File: config.mk
export PLATFORM = sky130hd
export DESIGN_NAME = mem_port_arbiter_flat
export DESIGN_NICKNAME = d
export VERILOG_FILES = /design/src/rtl/mem_arb_pkg.sv /design/src/rtl/mem_port_arbiter_if.sv /design/src/rtl/mem_arb_prio.sv /design/src/rtl/mem_port_arbiter.sv /design/src/flat_wrapper.sv
export SDC_FILE = /design/constraint.sdc
export NUM_CORES = 1
export LEC_CHECK = 0
export ABC_AREA = 1
export CORE_MARGIN = 2
export CORE_UTILIZATION = 35
export DETAILED_ROUTE_END_ITERATION = 6
export GPL_ROUTABILITY_DRIVEN = 0
export GPL_TIMING_DRIVEN = 0
export PLACE_DENSITY = 0.82
export SYNTH_ARGS = -nofsm -noshare
export SYNTH_HDL_FRONTEND = slang
export SYNTH_SLANG_ARGS = --single-unit
File: constraint.sdc
create_clock -name clk -period 1.95 [get_ports clk]
set_input_delay 0.39 -clock clk [delete_from_list [all_inputs] [get_ports clk]]
set_output_delay 0.39 -clock clk [all_outputs]
set_load 0.02 [all_outputs]
File: src/rtl/mem_arb_pkg.sv
// ---------------------------------------------------------------------------
// mem_arb_pkg
//   Shared types for the unified memory-port arbiter of the multi-cycle
//   RISC-V core.
//   - arb_state_t : transaction FSM state (IDLE -> REQ -> RESP -> IDLE)
//   - arb_owner_t : which requester owns the transaction currently in flight
// ---------------------------------------------------------------------------
package mem_arb_pkg;

  typedef enum logic [1:0] {
    IDLE = 2'd0,
    REQ  = 2'd1,
    RESP = 2'd2
  } arb_state_t;

  typedef enum logic [1:0] {
    OWN_NONE = 2'd0,
    OWN_IF   = 2'd1,
    OWN_D    = 2'd2
  } arb_owner_t;

  // A transaction is "in flight" from the cycle after grant until the
  // response returns; only then can a fetch be killed by a redirect.
  function automatic logic in_flight(input arb_state_t st);
    return (st == REQ) || (st == RESP);
  endfunction

endpackage

File: src/rtl/mem_port_arbiter_if.sv
// ---------------------------------------------------------------------------
// mem_port_arbiter_if
//   Memory-side bus of the arbiter: one request at a time, request held
//   until ready, response (read data or write ack) on rvalid.
//   Modports:
//     master : arbiter side  (drives req/we/addr/wdata/be)
//     slave  : memory side   (drives ready/rvalid/rdata)
// ---------------------------------------------------------------------------
interface mem_port_arbiter_if #(
  parameter int ADDR_W = 32,
  parameter int DATA_W = 32
);

  logic                  req;
  logic                  we;
  logic [ADDR_W-1:0]     addr;
  logic [DATA_W-1:0]     wdata;
  logic [DATA_W/8-1:0]   be;
  logic                  ready;
  logic                  rvalid;
  logic [DATA_W-1:0]     rdata;

  modport master (
    output req, we, addr, wdata, be,
    input  ready, rvalid, rdata
  );

  modport slave (
    input  req, we, addr, wdata, be,
    output ready, rvalid, rdata
  );

endinterface

File: src/rtl/mem_arb_prio.sv
// ---------------------------------------------------------------------------
// mem_arb_prio
//   Winner selection between fetch (IF) and load/store (D) plus the fetch
//   starvation counter. D normally wins; once D has been granted STARVE_MAX
//   times in a row while IF was waiting, IF is forced to win.
//   Ports:
//     clk, rst   clock, asynchronous active-low reset
//     arb_idle   arbiter can accept a new transaction this cycle
//     if_req     fetch request pending
//     d_req      load/store request pending
//     gnt_if     fetch wins this cycle (combinational)
//     gnt_d      load/store wins this cycle (combinational)
// ---------------------------------------------------------------------------
module mem_arb_prio #(
  parameter int STARVE_MAX = 4
) (
  input  logic clk,
  input  logic rst,
  input  logic arb_idle,
  input  logic if_req,
  input  logic d_req,
  output logic gnt_if,
  output logic gnt_d
);

  localparam int CNT_W = $clog2(STARVE_MAX + 1);
  localparam logic [CNT_W-1:0] CNT_MAX = CNT_W'(STARVE_MAX);

  logic [CNT_W-1:0] starve_cnt;
  logic             if_forced;

  // NOTE: every signal written here gets a default first, so no path
  // leaves it unassigned and no latch is inferred.
  always_comb begin
    gnt_if    = 1'b0;
    gnt_d     = 1'b0;
    if_forced = if_req && (starve_cnt == CNT_MAX);
    if (arb_idle) begin
      if (d_req && !if_forced) begin
        gnt_d = 1'b1;
      end else if (if_req) begin
        gnt_if = 1'b1;
      end
    end
  end

  // Counts consecutive D wins that happened while IF was waiting. Any cycle
  // without a fetch request, or an IF grant, restarts the count.
  // NOTE: registers use non-blocking assignments so every flop samples the
  // pre-edge values, independent of statement order.
  always_ff @(posedge clk or negedge rst) begin
    if (!rst) begin
      starve_cnt <= '0;
    end else if (!if_req || gnt_if) begin
      starve_cnt <= '0;
    end else if (gnt_d && (starve_cnt != CNT_MAX)) begin
      starve_cnt <= starve_cnt + 1'b1;
    end
  end

endmodule

File: src/rtl/mem_port_arbiter.sv
// ---------------------------------------------------------------------------
// mem_port_arbiter
//   Shares the core's single unified memory port between instruction fetch
//   (IF) and load/store (D). One transaction outstanding at a time:
//     IDLE : pick a winner, grant it combinationally, latch its fields
//     REQ  : present the latched request until the memory accepts it
//     RESP : wait for the response and route it straight to the owner
//   A PC redirect (if_flush) during an owned fetch kills its response.
//   Ports:
//     clk, rst                  clock, asynchronous active-low reset
//     if_req/if_addr            fetch request and PC
//     if_flush                  PC redirect
//     if_gnt/if_rvalid/if_rdata fetch grant, response pulse, instruction
//     d_req/d_we/d_addr/d_wdata/d_be  load/store request
//     d_gnt/d_rvalid/d_rdata    load/store grant, response pulse, load data
//     mem                       memory bus (master side)
//     stall_f, stall_m          pipeline stall requests
//     proto_err                 sticky: response seen outside RESP
// ---------------------------------------------------------------------------
module mem_port_arbiter
  import mem_arb_pkg::*;
#(
  parameter int ADDR_W     = 32,
  parameter int DATA_W     = 32,
  parameter int STARVE_MAX = 4
) (
  input  logic                 clk,
  input  logic                 rst,

  input  logic                 if_req,
  input  logic [ADDR_W-1:0]    if_addr,
  input  logic                 if_flush,
  output logic                 if_gnt,
  output logic                 if_rvalid,
  output logic [DATA_W-1:0]    if_rdata,

  input  logic                 d_req,
  input  logic                 d_we,
  input  logic [ADDR_W-1:0]    d_addr,
  input  logic [DATA_W-1:0]    d_wdata,
  input  logic [DATA_W/8-1:0]  d_be,
  output logic                 d_gnt,
  output logic                 d_rvalid,
  output logic [DATA_W-1:0]    d_rdata,

  mem_port_arbiter_if.master   mem,

  output logic                 stall_f,
  output logic                 stall_m,
  output logic                 proto_err
);

  arb_state_t state, state_nxt;
  arb_owner_t owner;
  logic       kill;
  logic       perr;

  logic                 we_q;
  logic [ADDR_W-1:0]    addr_q;
  logic [DATA_W-1:0]    wdata_q;
  logic [DATA_W/8-1:0]  be_q;

  logic arb_idle;
  logic gnt_if, gnt_d;
  logic resp_done;

  // Gating with rst keeps grants quiet while reset is held, even if a
  // requester is already asserting its request.
  assign arb_idle = (state == IDLE) && rst;

  mem_arb_prio #(
    .STARVE_MAX (STARVE_MAX)
  ) u_prio (
    .clk      (clk),
    .rst      (rst),
    .arb_idle (arb_idle),
    .if_req   (if_req),
    .d_req    (d_req),
    .gnt_if   (gnt_if),
    .gnt_d    (gnt_d)
  );

  assign resp_done = (state == RESP) && mem.rvalid;

  // Next state, memory request strobe and response routing.
  always_comb begin
    state_nxt = state;
    mem.req   = 1'b0;
    if_rvalid = 1'b0;
    d_rvalid  = 1'b0;
    case (state)
      IDLE: begin
        if (gnt_if || gnt_d) state_nxt = REQ;
      end
      REQ: begin
        mem.req = 1'b1;
        if (mem.ready) state_nxt = RESP;
      end
      RESP: begin
        if (mem.rvalid) begin
          state_nxt = IDLE;
          // A redirect arriving with the data still kills the fetch.
          if_rvalid = (owner == OWN_IF) && !kill && !if_flush;
          d_rvalid  = (owner == OWN_D);
        end
      end
      default: state_nxt = IDLE;
    endcase
  end

  always_ff @(posedge clk or negedge rst) begin
    if (!rst) begin
      state <= IDLE;
    end else begin
      state <= state_nxt;
    end
  end

  // Request fields are captured only at grant, so requesters may change
  // their inputs freely once granted.
  always_ff @(posedge clk or negedge rst) begin
    if (!rst) begin
      owner   <= OWN_NONE;
      we_q    <= 1'b0;
      addr_q  <= '0;
      wdata_q <= '0;
      be_q    <= '0;
    end else if (gnt_d) begin
      owner   <= OWN_D;
      we_q    <= d_we;
      addr_q  <= d_addr;
      wdata_q <= d_wdata;
      be_q    <= d_be;
    end else if (gnt_if) begin
      owner   <= OWN_IF;
      we_q    <= 1'b0;
      addr_q  <= if_addr;
      wdata_q <= '0;
      be_q    <= '1;
    end else if (resp_done) begin
      owner   <= OWN_NONE;
    end
  end

  // The killed fetch still completes on the memory bus; only its delivery
  // to IF is suppressed.
  always_ff @(posedge clk or negedge rst) begin
    if (!rst) begin
      kill <= 1'b0;
    end else if (resp_done) begin
      kill <= 1'b0;
    end else if (if_flush && (owner == OWN_IF) && in_flight(state)) begin
      kill <= 1'b1;
    end
  end

  // A response while nothing is awaited is a bus protocol violation,
  // e.g. the tail of a transaction abandoned by reset.
  always_ff @(posedge clk or negedge rst) begin
    if (!rst) begin
      perr <= 1'b0;
    end else if (mem.rvalid && (state != RESP)) begin
      perr <= 1'b1;
    end
  end

  assign mem.we    = we_q;
  assign mem.addr  = addr_q;
  assign mem.wdata = wdata_q;
  assign mem.be    = be_q;

  assign if_gnt    = gnt_if;
  assign d_gnt     = gnt_d;

  // Read data is meaningful only alongside its rvalid.
  assign if_rdata  = mem.rdata;
  assign d_rdata   = mem.rdata;

  assign stall_f   = if_req & ~if_rvalid;
  assign stall_m   = (d_req | (owner == OWN_D)) & ~d_rvalid;
  assign proto_err = perr;

endmodule

File: src/flat_wrapper.sv
// flat-port wrapper written by rule: the top's interface ports become plain ports
module mem_port_arbiter_flat import mem_arb_pkg::*;
#(
  parameter int ADDR_W     = 32,
  parameter int DATA_W     = 32,
  parameter int STARVE_MAX = 4
)
  (clk, rst, if_req, if_addr, if_flush, if_gnt, if_rvalid, if_rdata, d_req, d_we, d_addr, d_wdata, d_be, d_gnt, d_rvalid, d_rdata, stall_f, stall_m, proto_err, mem_req, mem_we, mem_addr, mem_wdata, mem_be, mem_ready, mem_rvalid, mem_rdata);
  mem_port_arbiter_if #(.ADDR_W(ADDR_W), .DATA_W(DATA_W)) mem_i ();
  input  logic clk;
  input  logic rst;
  input  logic if_req;
  input  logic [ADDR_W-1:0] if_addr;
  input  logic if_flush;
  output logic if_gnt;
  output logic if_rvalid;
  output logic [DATA_W-1:0] if_rdata;
  input  logic d_req;
  input  logic d_we;
  input  logic [ADDR_W-1:0] d_addr;
  input  logic [DATA_W-1:0] d_wdata;
  input  logic [DATA_W/8-1:0] d_be;
  output logic d_gnt;
  output logic d_rvalid;
  output logic [DATA_W-1:0] d_rdata;
  output logic stall_f;
  output logic stall_m;
  output logic proto_err;
  output wire logic [$bits(mem_i.req)-1:0] mem_req;
  output wire logic [$bits(mem_i.we)-1:0] mem_we;
  output wire logic [$bits(mem_i.addr)-1:0] mem_addr;
  output wire logic [$bits(mem_i.wdata)-1:0] mem_wdata;
  output wire logic [$bits(mem_i.be)-1:0] mem_be;
  input wire logic [$bits(mem_i.ready)-1:0] mem_ready;
  input wire logic [$bits(mem_i.rvalid)-1:0] mem_rvalid;
  input wire logic [$bits(mem_i.rdata)-1:0] mem_rdata;
  assign mem_req = mem_i.req;
  assign mem_we = mem_i.we;
  assign mem_addr = mem_i.addr;
  assign mem_wdata = mem_i.wdata;
  assign mem_be = mem_i.be;
  assign mem_i.ready = mem_ready;
  assign mem_i.rvalid = mem_rvalid;
  assign mem_i.rdata = mem_rdata;
  mem_port_arbiter #(.ADDR_W(ADDR_W), .DATA_W(DATA_W), .STARVE_MAX(STARVE_MAX)) u_core (.clk(clk), .rst(rst), .if_req(if_req), .if_addr(if_addr), .if_flush(if_flush), .if_gnt(if_gnt), .if_rvalid(if_rvalid), .if_rdata(if_rdata), .d_req(d_req), .d_we(d_we), .d_addr(d_addr), .d_wdata(d_wdata), .d_be(d_be), .d_gnt(d_gnt), .d_rvalid(d_rvalid), .d_rdata(d_rdata), .mem(mem_i), .stall_f(stall_f), .stall_m(stall_m), .proto_err(proto_err));
endmodule
==> reports/metrics.cfg <==
[synth]
most_common_library_cells_after_synthesis = nand2_1 (208), dfrtp_1 (78), buf_4 (69)
syn_nets = 609
synth.top_cell.area_share_pct = 50.5
synthMostInstantiatedCell = nand2_1
post-synth-top-area-cell = dfrtp_1
synth_seq_area_share_pct = 50.5
synthArstFlopShare_pct = 100
yosys.cell_types.count = 26
postSynthRegisterBits = 78
syn_inst = 463
synth-main-ff-cell = dfrtp_1
synth_enable_flop_cells = 0
ys.warnings.count = 0
post_synth.cell_area_avg_um2 = 8.35
synthTopCellsByArea = dfrtp_1 (50%), nand2_1 (20%), buf_4 (13%)
synth.cell_area_um2 = 3870

[power_and_ir_drop]
power.leakage_nw = 3.34
internal_power_w = 0.00537
switching_power_w = 0.00333
sw_frac_of_total_pct = 38.3
p_per_area_nw_per_um2 = 1250
power_frac_comb_pct = 51.5
share_seq_of_total_power_pct = 31.5
clock_power_share_pct = 17.0
vdd_ir_drop_max_v = 0.000742

[worst_setup_path]
timing.critical_path.slowest_cell_delay_ns = 0.58
data_required_time_at_the_worst_endpoint_ns = 1.56
ff_to_ff_setup_slack_ns = 0.16
critical-path-top-delay-family = buffers and inverters
cp_cell_sequence = clkdlybuf4s50_1 > inv_2 > nor2_4 > nand2_2 > inv_4 > buf_6
reg2reg_depth = 12
worstSetupPathType = in -> out
critical_path_buf_inv_count = 4
crit_slowest_cell = clkdlybuf4s50_1
reg2reg_to = u_core.mem.addr[4]
r2r_start = u_core.state[1]
worst_setup_path_end_kind = output port
critical_path.max_fanout = 4
critical_path_arrival_ns = 1.51
critical_path.startpoint_type = input port

[floorplan]
dieArea_um2 = 11900
die_width_um = 109
core_region_area_um2 = 10800
std_cell_rows = 38
start_util_pct = 35.8
ios = 281
floorplan.die.height_um = 109

[hold_path]
hold_class = in -> async

[sta]
clock_skew_ns = 0.0150
worst_tran_pin_value_ns = 0.578
finalCritPeriodShare_pct = 97.4
clock.fmax_ghz = 0.526
finalSetupViolations = 0
finalCriticalPeriod_ns = 1.90
timing.max_slew.rel_slack_pct = 61.4
slew_violations = 0
grt_setup_unrepaired = true
count_of_final_hold_check_violations = 0

[route]
detail_route.wl_per_cell_um = 14.1
route.detailed.drc = 0
first_iter_violations = 224
detail-route-antenna-nets = 0
via_per_inst = 4.47
detailroute.via_count = 3928
detail_route.first_pass.iterations = 5
wirelength_mm = 12.4

[cts]
clock-root-buffer = clkbuf_8
clock_sink_count = 78
path_clk_slew_ns = 0.09
clkLatencyLatePin_ns = 0.34
cts_htree_levels = 3
cts-buffers-inserted = 9
tritoncts = yes
cts_buffer_depth = 2

[finish]
area_growth_syn_to_layout_pct = 80.2
layout.filler_cells = 854
layout.area.seq_um2 = 1950
finish.net_count = 881
postLayoutCoreUtil_pct = 64.6
multi_input_area_um2 = 1320
num_antenna_cells = 0
fin_cells = 879
final_layout_size_suffix_gt1_share_pct = 18.5

[grt]
number_of_antenna_violations_at_the_first_check_in_global_routing = 0
grtUsageTotal_pct = 20.1
first_global_vias = 4073
grt_max_degree = 49
grt_first_pass_wirelength_mm = 18.7
globalRouteOverflowTotal = 0

[place]
portBuffers = 248
hpwlAfterDp_mm = 9.41
dp_cells = 852

[run]
cap_violations = 0

[run_status]
outcome = completed

==> logic make-up (layout without fill, tap and decap cells) <==
logic type      after synthesis  after routing  share of synthesized area (%)
compound gates                9              9                           1.42
xor+xnor                      1              1                          0.227
fa+ha+maj                     6              6                           1.94
buf+inv                      99            375                           17.5
flops                        78             78                           50.5
simple gates                270            270                           28.5
==> routing by layer <==
layer,up-vias,track usage (%),wire [um]
li1,1904,-,-
met1,1817,22.4,4770
met2,190,37.3,6350
met3,17,5.50,1100
met4,0,5.40,187
met5,-,0,0
==> layout make-up <==
cell class | instances | area share [%]
multi-input combinational | 286 | 18.9
timing repair buffer | 264 | 37.6
inverter | 18 | 1.08
clock buffer | 10 | 1.98
tap | 140 | 2.51
buffer | 78 | 8.40
clock inverter | 5 | 1.53
sequential | 78 | 28.0
==> state kept, by name, indices dropped and copies added (netlist names) <==
| register | count |
|---|---|
| u_core.mem.we | 1 |
| u_core.kill | 1 |
| u_core.mem.be | 4 |
| u_core.owner | 2 |
| u_core.u_prio.starve_cnt | 3 |
| u_core.mem.wdata | 32 |
| u_core.mem.addr | 32 |
| u_core.state | 2 |
| u_core.proto_err | 1 |
==> placed cells by master, fill, tap and decap left out, types with 2 or more instances in the layout <==
cell,Yosys,final
nand3_4,1,2
clkbuf_8,0,10
a21oi_1,4,4
clkdlybuf4s50_1,0,240
nor2_4,0,2
inv_2,5,6
bufinv_16,0,3
nand2_1,208,205
nand2_4,1,3
buf_4,69,80
inv_4,0,3
nand2_2,1,2
dfrtp_1,78,78
buf_2,6,10
buf_6,5,6
nand3_1,39,39
nor2_1,15,14
ha_4,0,2
ha_1,6,3
inv_1,13,9
==> how the worst max path moves through the flow <==
stage	startpoint	end	slack [ns]	cells past startpoint
floorplan	u_core.state[0]	stall_f	0.05	5
global placement	rst	d_gnt	-3.63	8
detailed placement	if_req	if_gnt	-0.82	7
CTS	u_core.state[1]	d_gnt	-0.01	8
global route	u_core.u_prio.starve_cnt[1]	if_gnt	-0.04	7
finish	if_req	if_gnt	0.05	6
==> per-stage QoR <==
stage               area [um^2]  setup WS (ns)  total power [W]  TNS [ns]  hold WS [ns]
global route               6970        -0.0364          0.00927   -0.0364        0.0626
finish                     6970         0.0499          0.00870         0        0.0686
global placement           6530          -3.63          0.00697   -393.86         0.444
CTS                        6890        -0.0119          0.00869   -0.0119        0.0466
detailed placement         6550         -0.819          0.00711     -6.37         0.371
floorplan                  3870         0.0492          0.00488         0        0.0944
==> power groups by stage <==
stage	combinational (W)	sequential [W]	clock, W
5_1_grt	0.00485	0.00284	0.00159
3_5_place_dp	0.00435	0.00276	0
6_report	0.00448	0.00274	0.00148
4_1_cts	0.00444	0.00273	0.00152
2_1_floorplan	0.00132	0.00356	0
3_3_place_gp	0.00425	0.00272	0
==> worst register-to-register path: stages (launching register included) <==
cell	delay [ns]
dfrtp_1	0.41
inv_2	0.10
ha_4	0.15
nand2_4	0.07
inv_4	0.07
nand3_4	0.09
buf_4	0.19
nand2_4	0.09
inv_2	0.06
buf_6	0.15
buf_6	0.15
nand2_1	0.06
nand3_1	0.07
==> what timing repair did <==
| item | in CTS | in global routing |
|---|---|---|
| gates resized for setup | 46 | 10 |
| endpoints found under the hold margin | 4 | 0 |
| setup endpoints to repair | 11 | 20 |
| pin swaps | 3 | 4 |
| hold buffers | 2 | 0 |
| buffers inserted | 7 | 6 |
(Power assumes the default switching activity.)
